`config.mk`:
```
export PLATFORM = sky130hd
export DESIGN_NAME = mesh_router_wh_flat
export DESIGN_NICKNAME = d
export VERILOG_FILES = /design/src/rtl/mesh_router_wh_pkg.sv /design/src/rtl/mesh_router_wh_if.sv /design/src/rtl/mesh_router_wh_noc_flit_fifo.sv /design/src/rtl/mesh_router_wh.sv /design/src/flat_wrapper.sv
export SDC_FILE = /design/constraint.sdc
export NUM_CORES = 1
export LEC_CHECK = 0
export BUFFER_PORTS_ARGS = -buffer_cell sky130_fd_sc_hd__buf_2
export CORE_MARGIN = 8
export CORE_UTILIZATION = 50
export DETAILED_ROUTE_END_ITERATION = 7
export MAX_ROUTING_LAYER = met4
export PLACE_DENSITY = 0.71
export SYNTH_ARGS = -nofsm -noshare
export SYNTH_HDL_FRONTEND = slang
export SYNTH_HIERARCHICAL = 1
export SYNTH_SLANG_ARGS = --single-unit
export TNS_END_PERCENT = 30
```
`constraint.sdc`:
```
create_clock -name clk -period 6.25 [get_ports clk]
set_clock_uncertainty 0.15 [all_clocks]
set_input_delay 0.9375 -clock clk [delete_from_list [all_inputs] [get_ports clk]]
set_output_delay 0.9375 -clock clk [all_outputs]
set_load 0.02 [all_outputs]
```
`src/rtl/mesh_router_wh_pkg.sv`:
```
// mesh_pkg: shared definitions for the wormhole mesh router.
//   - port index constants (N/E/S/W/L)
//   - head/tail flag bit positions as functions of the payload width
//   - per-input state enum
//   - deterministic XY route function
package mesh_pkg;

    localparam logic [2:0] PORT_N = 3'd0;
    localparam logic [2:0] PORT_E = 3'd1;
    localparam logic [2:0] PORT_S = 3'd2;
    localparam logic [2:0] PORT_W = 3'd3;
    localparam logic [2:0] PORT_L = 3'd4;
    localparam int unsigned NUM_PORTS = 32'd5;

    typedef enum logic [1:0] {
        ST_IDLE = 2'd0,
        ST_WAIT = 2'd1,
        ST_FWD  = 2'd2,
        ST_DROP = 2'd3
    } in_state_e;

    function automatic int unsigned head_bit(input int unsigned data_width);
        return data_width + 32'd1;
    endfunction

    function automatic int unsigned tail_bit(input int unsigned data_width);
        return data_width;
    endfunction

    // X is resolved completely before Y, which keeps the mesh deadlock free.
    function automatic logic [2:0] xy_route(input int unsigned cur_x, input int unsigned cur_y,
                                            input int unsigned dst_x, input int unsigned dst_y);
        logic [2:0] r;
        if (cur_x == dst_x && cur_y == dst_y) begin
            r = PORT_L;
        end else if (cur_x < dst_x) begin
            r = PORT_E;
        end else if (cur_x > dst_x) begin
            r = PORT_W;
        end else if (cur_y < dst_y) begin
            r = PORT_S;
        end else begin
            r = PORT_N;
        end
        return r;
    endfunction

endpackage

```
`src/rtl/mesh_router_wh_if.sv`:
```
// mesh_router_wh_if: five-lane flit bus of one router node.
//   in_flit/in_valid/in_ready   : upstream lanes into the router
//   out_flit/out_valid/out_ready: downstream lanes out of the router
//   err_drop/err_proto          : one-cycle error pulses
// master = traffic source/sink side, slave = router side.
interface mesh_router_wh_if #(
    parameter int unsigned FLIT_W = 34
);
    logic [5*FLIT_W-1:0] in_flit;
    logic [4:0]          in_valid;
    logic [4:0]          in_ready;
    logic [5*FLIT_W-1:0] out_flit;
    logic [4:0]          out_valid;
    logic [4:0]          out_ready;
    logic                err_drop;
    logic                err_proto;

    modport master (
        output in_flit, in_valid, out_ready,
        input  in_ready, out_flit, out_valid, err_drop, err_proto
    );

    modport slave (
        input  in_flit, in_valid, out_ready,
        output in_ready, out_flit, out_valid, err_drop, err_proto
    );
endinterface

```
`src/rtl/mesh_router_wh_noc_flit_fifo.sv`:
```
// noc_flit_fifo: synchronous FIFO with first-word-fall-through head.
//   i_wr_en/i_wr_data : push (ignored when full)
//   i_rd_en           : pop  (ignored when empty)
//   o_rd_data         : current head entry
//   o_full/o_empty    : occupancy flags
module noc_flit_fifo #(
    parameter int unsigned WIDTH = 34,
    parameter int unsigned DEPTH = 4
) (
    input  logic             clk,
    input  logic             rst,
    input  logic             i_wr_en,
    input  logic [WIDTH-1:0] i_wr_data,
    input  logic             i_rd_en,
    output logic [WIDTH-1:0] o_rd_data,
    output logic             o_full,
    output logic             o_empty
);
    localparam int unsigned AW = $clog2(DEPTH);

    logic [WIDTH-1:0] r_mem [DEPTH];
    logic [AW:0]      r_wr_ptr;
    logic [AW:0]      r_rd_ptr;

    // Pointers carry one extra wrap bit so full and empty are distinguishable.
    assign o_empty   = (r_wr_ptr == r_rd_ptr);
    assign o_full    = (r_wr_ptr[AW] != r_rd_ptr[AW]) && (r_wr_ptr[AW-1:0] == r_rd_ptr[AW-1:0]);
    assign o_rd_data = r_mem[r_rd_ptr[AW-1:0]];

    // Pointer update.
    always_ff @(posedge clk) begin
        if (rst) begin
            r_wr_ptr <= '0;
            r_rd_ptr <= '0;
        end else begin
            if (i_wr_en && !o_full) begin
                r_wr_ptr <= r_wr_ptr + (AW+1)'(1);
            end
            if (i_rd_en && !o_empty) begin
                r_rd_ptr <= r_rd_ptr + (AW+1)'(1);
            end
        end
    end

    // Storage write; contents need no reset because the pointers gate visibility.
    always_ff @(posedge clk) begin
        if (i_wr_en && !o_full) begin
            r_mem[r_wr_ptr[AW-1:0]] <= i_wr_data;
        end
    end
endmodule

```
`src/rtl/mesh_router_wh.sv`:
```
// mesh_router_wh: five-port wormhole mesh router with XY routing.
//   clk, rst : clock, synchronous active-high reset
//   bus      : mesh_router_wh_if.slave (input lanes, output lanes, error pulses)
// Each input has a FIFO and a small state machine; each output holds a lock
// (valid + owner) for a whole packet and grants round-robin while unlocked.
module mesh_router_wh
    import mesh_pkg::*;
#(
    parameter int unsigned DATA_WIDTH  = 32,
    parameter int unsigned COORD_W     = 4,
    parameter int unsigned FIFO_DEPTH  = 4,
    parameter int unsigned MESH_SIZE_X = 4,
    parameter int unsigned MESH_SIZE_Y = 4,
    parameter int unsigned X_COORD     = 0,
    parameter int unsigned Y_COORD     = 0
) (
    input logic              clk,
    input logic              rst,
    mesh_router_wh_if.slave  bus
);
    localparam int unsigned FLIT_W = DATA_WIDTH + 32'd2;
    localparam int unsigned HEAD_B = head_bit(DATA_WIDTH);
    localparam int unsigned TAIL_B = tail_bit(DATA_WIDTH);
    // Bit p set when output p has a neighbour (L always present).
    localparam logic [4:0] PORT_PRESENT = {1'b1,
                                           (X_COORD != 32'd0),
                                           (Y_COORD != MESH_SIZE_Y - 32'd1),
                                           (X_COORD != MESH_SIZE_X - 32'd1),
                                           (Y_COORD != 32'd0)};

    logic [FLIT_W-1:0] w_head [5];
    logic [2:0]        w_rt [5];
    logic [4:0]        w_empty, w_full, w_push, w_pop, w_rt_ok;
    logic [4:0]        w_out_valid, w_out_fire, w_gnt_vld, w_gnt_to_in;
    logic [2:0]        w_gnt_idx [5];
    logic              w_drop_evt, w_proto_evt;
    int                w_cand;

    in_state_e         r_state [5];
    logic [2:0]        r_route [5];
    logic [4:0]        r_lock_vld;
    logic [2:0]        r_lock_own [5];
    logic [2:0]        r_rr [5];
    logic              r_err_drop, r_err_proto;

    assign bus.in_ready  = ~w_full & {5{~rst}};
    assign bus.err_drop  = r_err_drop;
    assign bus.err_proto = r_err_proto;

    for (genvar p = 0; p < 5; p++) begin : g_port
        assign w_push[p] = bus.in_valid[p] && !w_full[p] && !rst;

        noc_flit_fifo #(.WIDTH(FLIT_W), .DEPTH(FIFO_DEPTH)) u_fifo (
            .clk       (clk),
            .rst       (rst),
            .i_wr_en   (w_push[p]),
            .i_wr_data (bus.in_flit[p*FLIT_W +: FLIT_W]),
            .i_rd_en   (w_pop[p]),
            .o_rd_data (w_head[p]),
            .o_full    (w_full[p]),
            .o_empty   (w_empty[p])
        );

        // Route of whatever sits at the FIFO head; only meaningful for head flits.
        assign w_rt[p]    = xy_route(X_COORD, Y_COORD,
                                     32'(w_head[p][DATA_WIDTH-1 -: COORD_W]),
                                     32'(w_head[p][DATA_WIDTH-1-COORD_W -: COORD_W]));
        assign w_rt_ok[p] = PORT_PRESENT[w_rt[p]];

        // An output is driven only by its lock owner, and only while that owner forwards.
        assign w_out_valid[p] = !rst && r_lock_vld[p] && !w_empty[r_lock_own[p]]
                                && (r_state[r_lock_own[p]] == ST_FWD);
        assign w_out_fire[p]  = w_out_valid[p] && bus.out_ready[p];
        assign bus.out_valid[p] = w_out_valid[p];
        assign bus.out_flit[p*FLIT_W +: FLIT_W] = w_out_valid[p] ? w_head[r_lock_own[p]]
                                                                 : {FLIT_W{1'b0}};
    end

    // Round-robin grant per unlocked output, searching from last_grant+1.
    always_comb begin
        w_gnt_vld   = 5'b0;
        w_gnt_to_in = 5'b0;
        w_cand      = 0;
        for (int o = 0; o < 5; o++) begin
            w_gnt_idx[o] = 3'd0;
            for (int k = 1; k <= 5; k++) begin
                w_cand = (int'(r_rr[o]) + k) % 5;
                w_gnt_idx[o] = (!w_gnt_vld[o] && (r_state[w_cand] == ST_WAIT)
                                && (r_route[w_cand] == 3'(o))) ? 3'(w_cand) : w_gnt_idx[o];
                w_gnt_vld[o] = w_gnt_vld[o] || ((r_state[w_cand] == ST_WAIT)
                                && (r_route[w_cand] == 3'(o)));
            end
            w_gnt_vld[o] = w_gnt_vld[o] && !r_lock_vld[o];
        end
        for (int o = 0; o < 5; o++) begin
            for (int i = 0; i < 5; i++) begin
                w_gnt_to_in[i] = w_gnt_to_in[i] || (w_gnt_vld[o] && (w_gnt_idx[o] == 3'(i)));
            end
        end
    end

    // FIFO pop selection and error event detection per input state.
    always_comb begin
        w_pop       = 5'b0;
        w_drop_evt  = 1'b0;
        w_proto_evt = 1'b0;
        for (int i = 0; i < 5; i++) begin
            case (r_state[i])
                ST_IDLE: begin
                    w_pop[i]    = !w_empty[i] && !w_head[i][HEAD_B];
                    w_proto_evt = w_proto_evt || (!w_empty[i] && !w_head[i][HEAD_B]);
                    w_drop_evt  = w_drop_evt || (!w_empty[i] && w_head[i][HEAD_B] && !w_rt_ok[i]);
                end
                ST_FWD:  w_pop[i] = w_out_fire[r_route[i]];
                ST_DROP: w_pop[i] = !w_empty[i];
                default: w_pop[i] = 1'b0;
            endcase
        end
    end

    // Per-input packet state machine and registered error pulses.
    always_ff @(posedge clk) begin
        if (rst) begin
            for (int i = 0; i < 5; i++) begin
                r_state[i] <= ST_IDLE;
                r_route[i] <= PORT_L;
            end
            r_err_drop  <= 1'b0;
            r_err_proto <= 1'b0;
        end else begin
            r_err_drop  <= w_drop_evt;
            r_err_proto <= w_proto_evt;
            for (int i = 0; i < 5; i++) begin
                case (r_state[i])
                    ST_IDLE: begin
                        if (!w_empty[i] && w_head[i][HEAD_B]) begin
                            r_route[i] <= w_rt[i];
                            r_state[i] <= w_rt_ok[i] ? ST_WAIT : ST_DROP;
                        end
                    end
                    ST_WAIT: begin
                        if (w_gnt_to_in[i]) begin
                            r_state[i] <= ST_FWD;
                        end
                    end
                    ST_FWD, ST_DROP: begin
                        if (w_pop[i] && w_head[i][TAIL_B]) begin
                            r_state[i] <= ST_IDLE;
                        end
                    end
                    default: r_state[i] <= ST_IDLE;
                endcase
            end
        end
    end

    // Output locks and round-robin pointers; a lock releases as its tail leaves.
    always_ff @(posedge clk) begin
        if (rst) begin
            r_lock_vld <= 5'b0;
            for (int o = 0; o < 5; o++) begin
                r_lock_own[o] <= 3'd0;
                r_rr[o]       <= 3'd4;
            end
        end else begin
            for (int o = 0; o < 5; o++) begin
                if (r_lock_vld[o]) begin
                    if (w_out_fire[o] && w_head[r_lock_own[o]][TAIL_B]) begin
                        r_lock_vld[o] <= 1'b0;
                    end
                end else if (w_gnt_vld[o]) begin
                    r_lock_vld[o] <= 1'b1;
                    r_lock_own[o] <= w_gnt_idx[o];
                    r_rr[o]       <= w_gnt_idx[o];
                end
            end
        end
    end
endmodule

```
`src/flat_wrapper.sv`:
```
// flat-port wrapper written by rule: the top's interface ports become plain ports
module mesh_router_wh_flat import mesh_pkg::*;
#(
    parameter int unsigned DATA_WIDTH  = 32,
    parameter int unsigned COORD_W     = 4,
    parameter int unsigned FIFO_DEPTH  = 4,
    parameter int unsigned MESH_SIZE_X = 4,
    parameter int unsigned MESH_SIZE_Y = 4,
    parameter int unsigned X_COORD     = 0,
    parameter int unsigned Y_COORD     = 0
)
  (clk, rst, bus_in_flit, bus_in_valid, bus_out_ready, bus_in_ready, bus_out_flit, bus_out_valid, bus_err_drop, bus_err_proto);
  mesh_router_wh_if #(.FLIT_W(((32) + 2))) bus_i ();
  input logic clk;
  input logic rst;
  input wire logic [$bits(bus_i.in_flit)-1:0] bus_in_flit;
  input wire logic [$bits(bus_i.in_valid)-1:0] bus_in_valid;
  input wire logic [$bits(bus_i.out_ready)-1:0] bus_out_ready;
  output wire logic [$bits(bus_i.in_ready)-1:0] bus_in_ready;
  output wire logic [$bits(bus_i.out_flit)-1:0] bus_out_flit;
  output wire logic [$bits(bus_i.out_valid)-1:0] bus_out_valid;
  output wire logic [$bits(bus_i.err_drop)-1:0] bus_err_drop;
  output wire logic [$bits(bus_i.err_proto)-1:0] bus_err_proto;
  assign bus_i.in_flit = bus_in_flit;
  assign bus_i.in_valid = bus_in_valid;
  assign bus_i.out_ready = bus_out_ready;
  assign bus_in_ready = bus_i.in_ready;
  assign bus_out_flit = bus_i.out_flit;
  assign bus_out_valid = bus_i.out_valid;
  assign bus_err_drop = bus_i.err_drop;
  assign bus_err_proto = bus_i.err_proto;
  mesh_router_wh #(.DATA_WIDTH(DATA_WIDTH), .COORD_W(COORD_W), .FIFO_DEPTH(FIFO_DEPTH), .MESH_SIZE_X(MESH_SIZE_X), .MESH_SIZE_Y(MESH_SIZE_Y), .X_COORD(X_COORD), .Y_COORD(Y_COORD)) u_core (.clk(clk), .rst(rst), .bus(bus_i));
endmodule
```
==> reports/results.ini <==
[sta]
max_freq_mhz=168
finalHoldViolCount=0
timing.final.ws_setup_ps=280
slew_headroom_pct=15.5
finalCriticalPeriod_ps=5970
maxSlewViolCount=0
finalCritPeriodShare_pct=95.5
setup_viol=0
rsz0062_at_grt=yes
worst_slew_pin_slew_ps=1270
setup_tns_ps=0

[drt]
vias=37540
vias_per_cell=6.89
drc_errors=0
ant_nets=0
wl_met3_mm=21.7
post_drt_wl_per_cell_um=31.0
top_layer=met4
dr_wl_met2_mm=76.6
drt-pass1-iter-count=6
drtIter0Drc=5157
wirelength_mm=169
wl_met1_mm=59.7

[placed_design]
place_congestion=1.02
preCtsSetupSlack_ps=234
io_buffer_count=363
place_area_um2=51200
dp_hpwl_mm=119

[clock_tree]
cts_max_level=3
cts-root-buf=clkbuf_16
cts_tree=yes
clkTransAtPathRegs_ps=70
worstSkewPairLatency_ps=660
cts-buffers-inserted=77
clockBufferDepth=3
cts_sinks=772

[yosys]
ys.flop_type=edfxtp_1
ys_warn_count=6
synth_top_area_share_pct=45.4
yosys-top-cells-area=edfxtp_1 45%, mux4_2 17%, ha_1 3.7%, nor2_1 2.7%, a22oi_1 2.3%
synth_seq_cells=772
synth_area_leader_cell=edfxtp_1
ys_types=136
seq_area_frac_synth_pct=47.5
synthArstFlopShare_pct=0
synthCells=3765
synth_common_cells=724 x edfxtp_1, 360 x mux4_2, 350 x nor2_1
synth.avg_cell_area_um2=12.7
yosysMostFrequentCell=edfxtp_1
syn-cell-area_um2=47800
synth-edff-count=724
syn_nets=4091

[job]
max-cap-violations=0

[pwr]
powerDensity_nw_per_um2=531
total_leakage_power_nw=18.9
peakVddDrop_mv=0.313

[min_path]
min_from=bus_in_flit[141]
hold_path.class=input pin to flop

[global_routing]
antenna_found_initial=25
overflow=0
grt_max_degree=82
grt_util_all_layers_pct=31.5
grt_pass1_wl_mm=244
grt_pass1_vias=35959

[die]
core_um2=94900
dieHeight_um=325
ios=364
start_util_pct=50.4
dieWidth_um=325
dieArea_um2=106000
rows=113

[outcome]
outcome=completed

[cells_and_area]
fillers=7595
area_delta_synth_final_pct=12.7
nNetsFinal=4421
drive_above_1_share_pct=28.2
final_cell_area_um2=53900

[critical_path]
critPathMaxFanout=10
critPathLaunchType=flop
crit_path_start=u_core/r_lock_own[0][7]
r2r_start=u_core/r_lock_own[0][7]
worst-setup-path-type=flop to flop
cp.arrival_ps=6220
cp.required_ps=6500
crit_path_end_kind=flop

repair_timing:
item,CTS,global route
buffers inserted,0,11
setup endpoints to repair,0,11
hold buffers,0,0
gates resized for setup,0,8
metrics by stage:
| stage | power, W | util, % | hold WS [ps] | std cells |
|---|---|---|---|---|
| after global placement | 0.0234 | 54.0 | 353 | 5270 |
| final | 0.0287 | 56.8 | 346 | 5446 |
| after global routing | 0.0301 | 56.8 | 335 | 5440 |
| after detailed placement | 0.0235 | 54.0 | 355 | 5270 |
| after floorplan | 0.0190 | - | 312 | 3765 |
| after CTS | 0.0282 | 56.6 | 324 | 5409 |
cells in the final DEF (no fill, tap or decap), types with 62 or more instances in the layout:
| cell | netlist | final |
|---|---|---|
| edfxtp_1 | 724 | 724 |
| buf_2 | 57 | 363 |
| mux4_2 | 360 | 360 |
| nor2_1 | 350 | 350 |
| nand2_1 | 175 | 175 |
| a21oi_1 | 162 | 161 |
| buf_4 | 12 | 154 |
| a22oi_1 | 146 | 146 |
| ha_1 | 143 | 143 |
| inv_1 | 121 | 121 |
| o21ai_0 | 105 | 105 |
| clkbuf_16 | 0 | 77 |
| mux2i_1 | 75 | 75 |
| nor2b_1 | 69 | 68 |
| o211ai_1 | 62 | 62 |
final timing paths:
| check | slack (ps) | cells after the start | to |
|---|---|---|---|
| setup / recovery | 280 | 19 | u_core/r_state[2][0] |
| setup reg to reg | 280 | 19 | u_core/r_state[2][0] |
| hold / removal | 350 | 1 | u_core/g_port[4].u_fifo/r_mem[1][5] |
| hold reg to reg | 370 | 2 | u_core/r_lock_vld[4] |
registers in the layout, indices dropped and copies added, names as in the netlist, named ones only:
| name | cells |
|---|---|
| u_core/r_rr | 5 |
| u_core/r_lock_vld | 5 |
| u_core/g_port.u_fifo/r_mem | 680 |
| u_core/r_route | 15 |
| u_core/g_port.u_fifo/r_rd_ptr | 15 |
| u_core/g_port.u_fifo/r_wr_ptr | 15 |
| u_core/r_state | 10 |
| u_core/r_lock_own | 15 |
| u_core/bus.err_proto | 1 |
| u_core/bus.err_drop | 1 |
metal layers:
metal	GRT usage (%)	vias to the layer above
li1	-	15725
met1	38.3	18500
met2	47.8	2750
met3	9.13	565
met4	16.6	0
met5	-	-
area by class of cell:
type | count | area [µm²] | area share, %
clock buffers | 92 | 1990 | 3.70
inverters | 138 | 518 | 0.961
well taps | 1265 | 1580 | 2.94
multi-input cells | 2588 | 23600 | 43.7
clock inverters | 47 | 507 | 0.940
flip-flops and latches | 772 | 22700 | 42.1
diodes | 26 | 65.1 | 0.121
repair buffers | 518 | 2990 | 5.55
critical path: stages, from the launching register on:
cell,delay (ps)
edfxtp_1,450
inv_2,60
buf_4,190
ha_1,440
o21a_1,250
o211ai_2,280
inv_1,180
ha_1,230
o221ai_1,360
nand2_1,260
a311o_1,400
o22a_1,230
o32ai_2,330
nor2_1,180
a311o_2,480
o211ai_1,220
nor2_1,120
o41ai_4,460
nand3_1,140
o311a_1,310
power by group:
group	switching [W]	leakage (nW)	internal, W
combinational	0.0104	10.7	0.00700
sequential	0.000499	7.02	0.00610
clock	0.00204	1.21	0.00256
total	0.0130	18.9	0.0157
logic make-up after synthesis:
group                      Yosys count  synth area share, %
other                                1              0.00784
muxes                              455                 19.0
AOI/OAI and AO/OA                  878                 13.5
adders and majority gates          144                 3.78
DFF                                772                 47.5
and+or+nand+nor                   1039                 11.0
xor gates and xnor gates            71                 1.57
buffers and inverters              405                 3.70
Power figures use the tool's default switching activity.
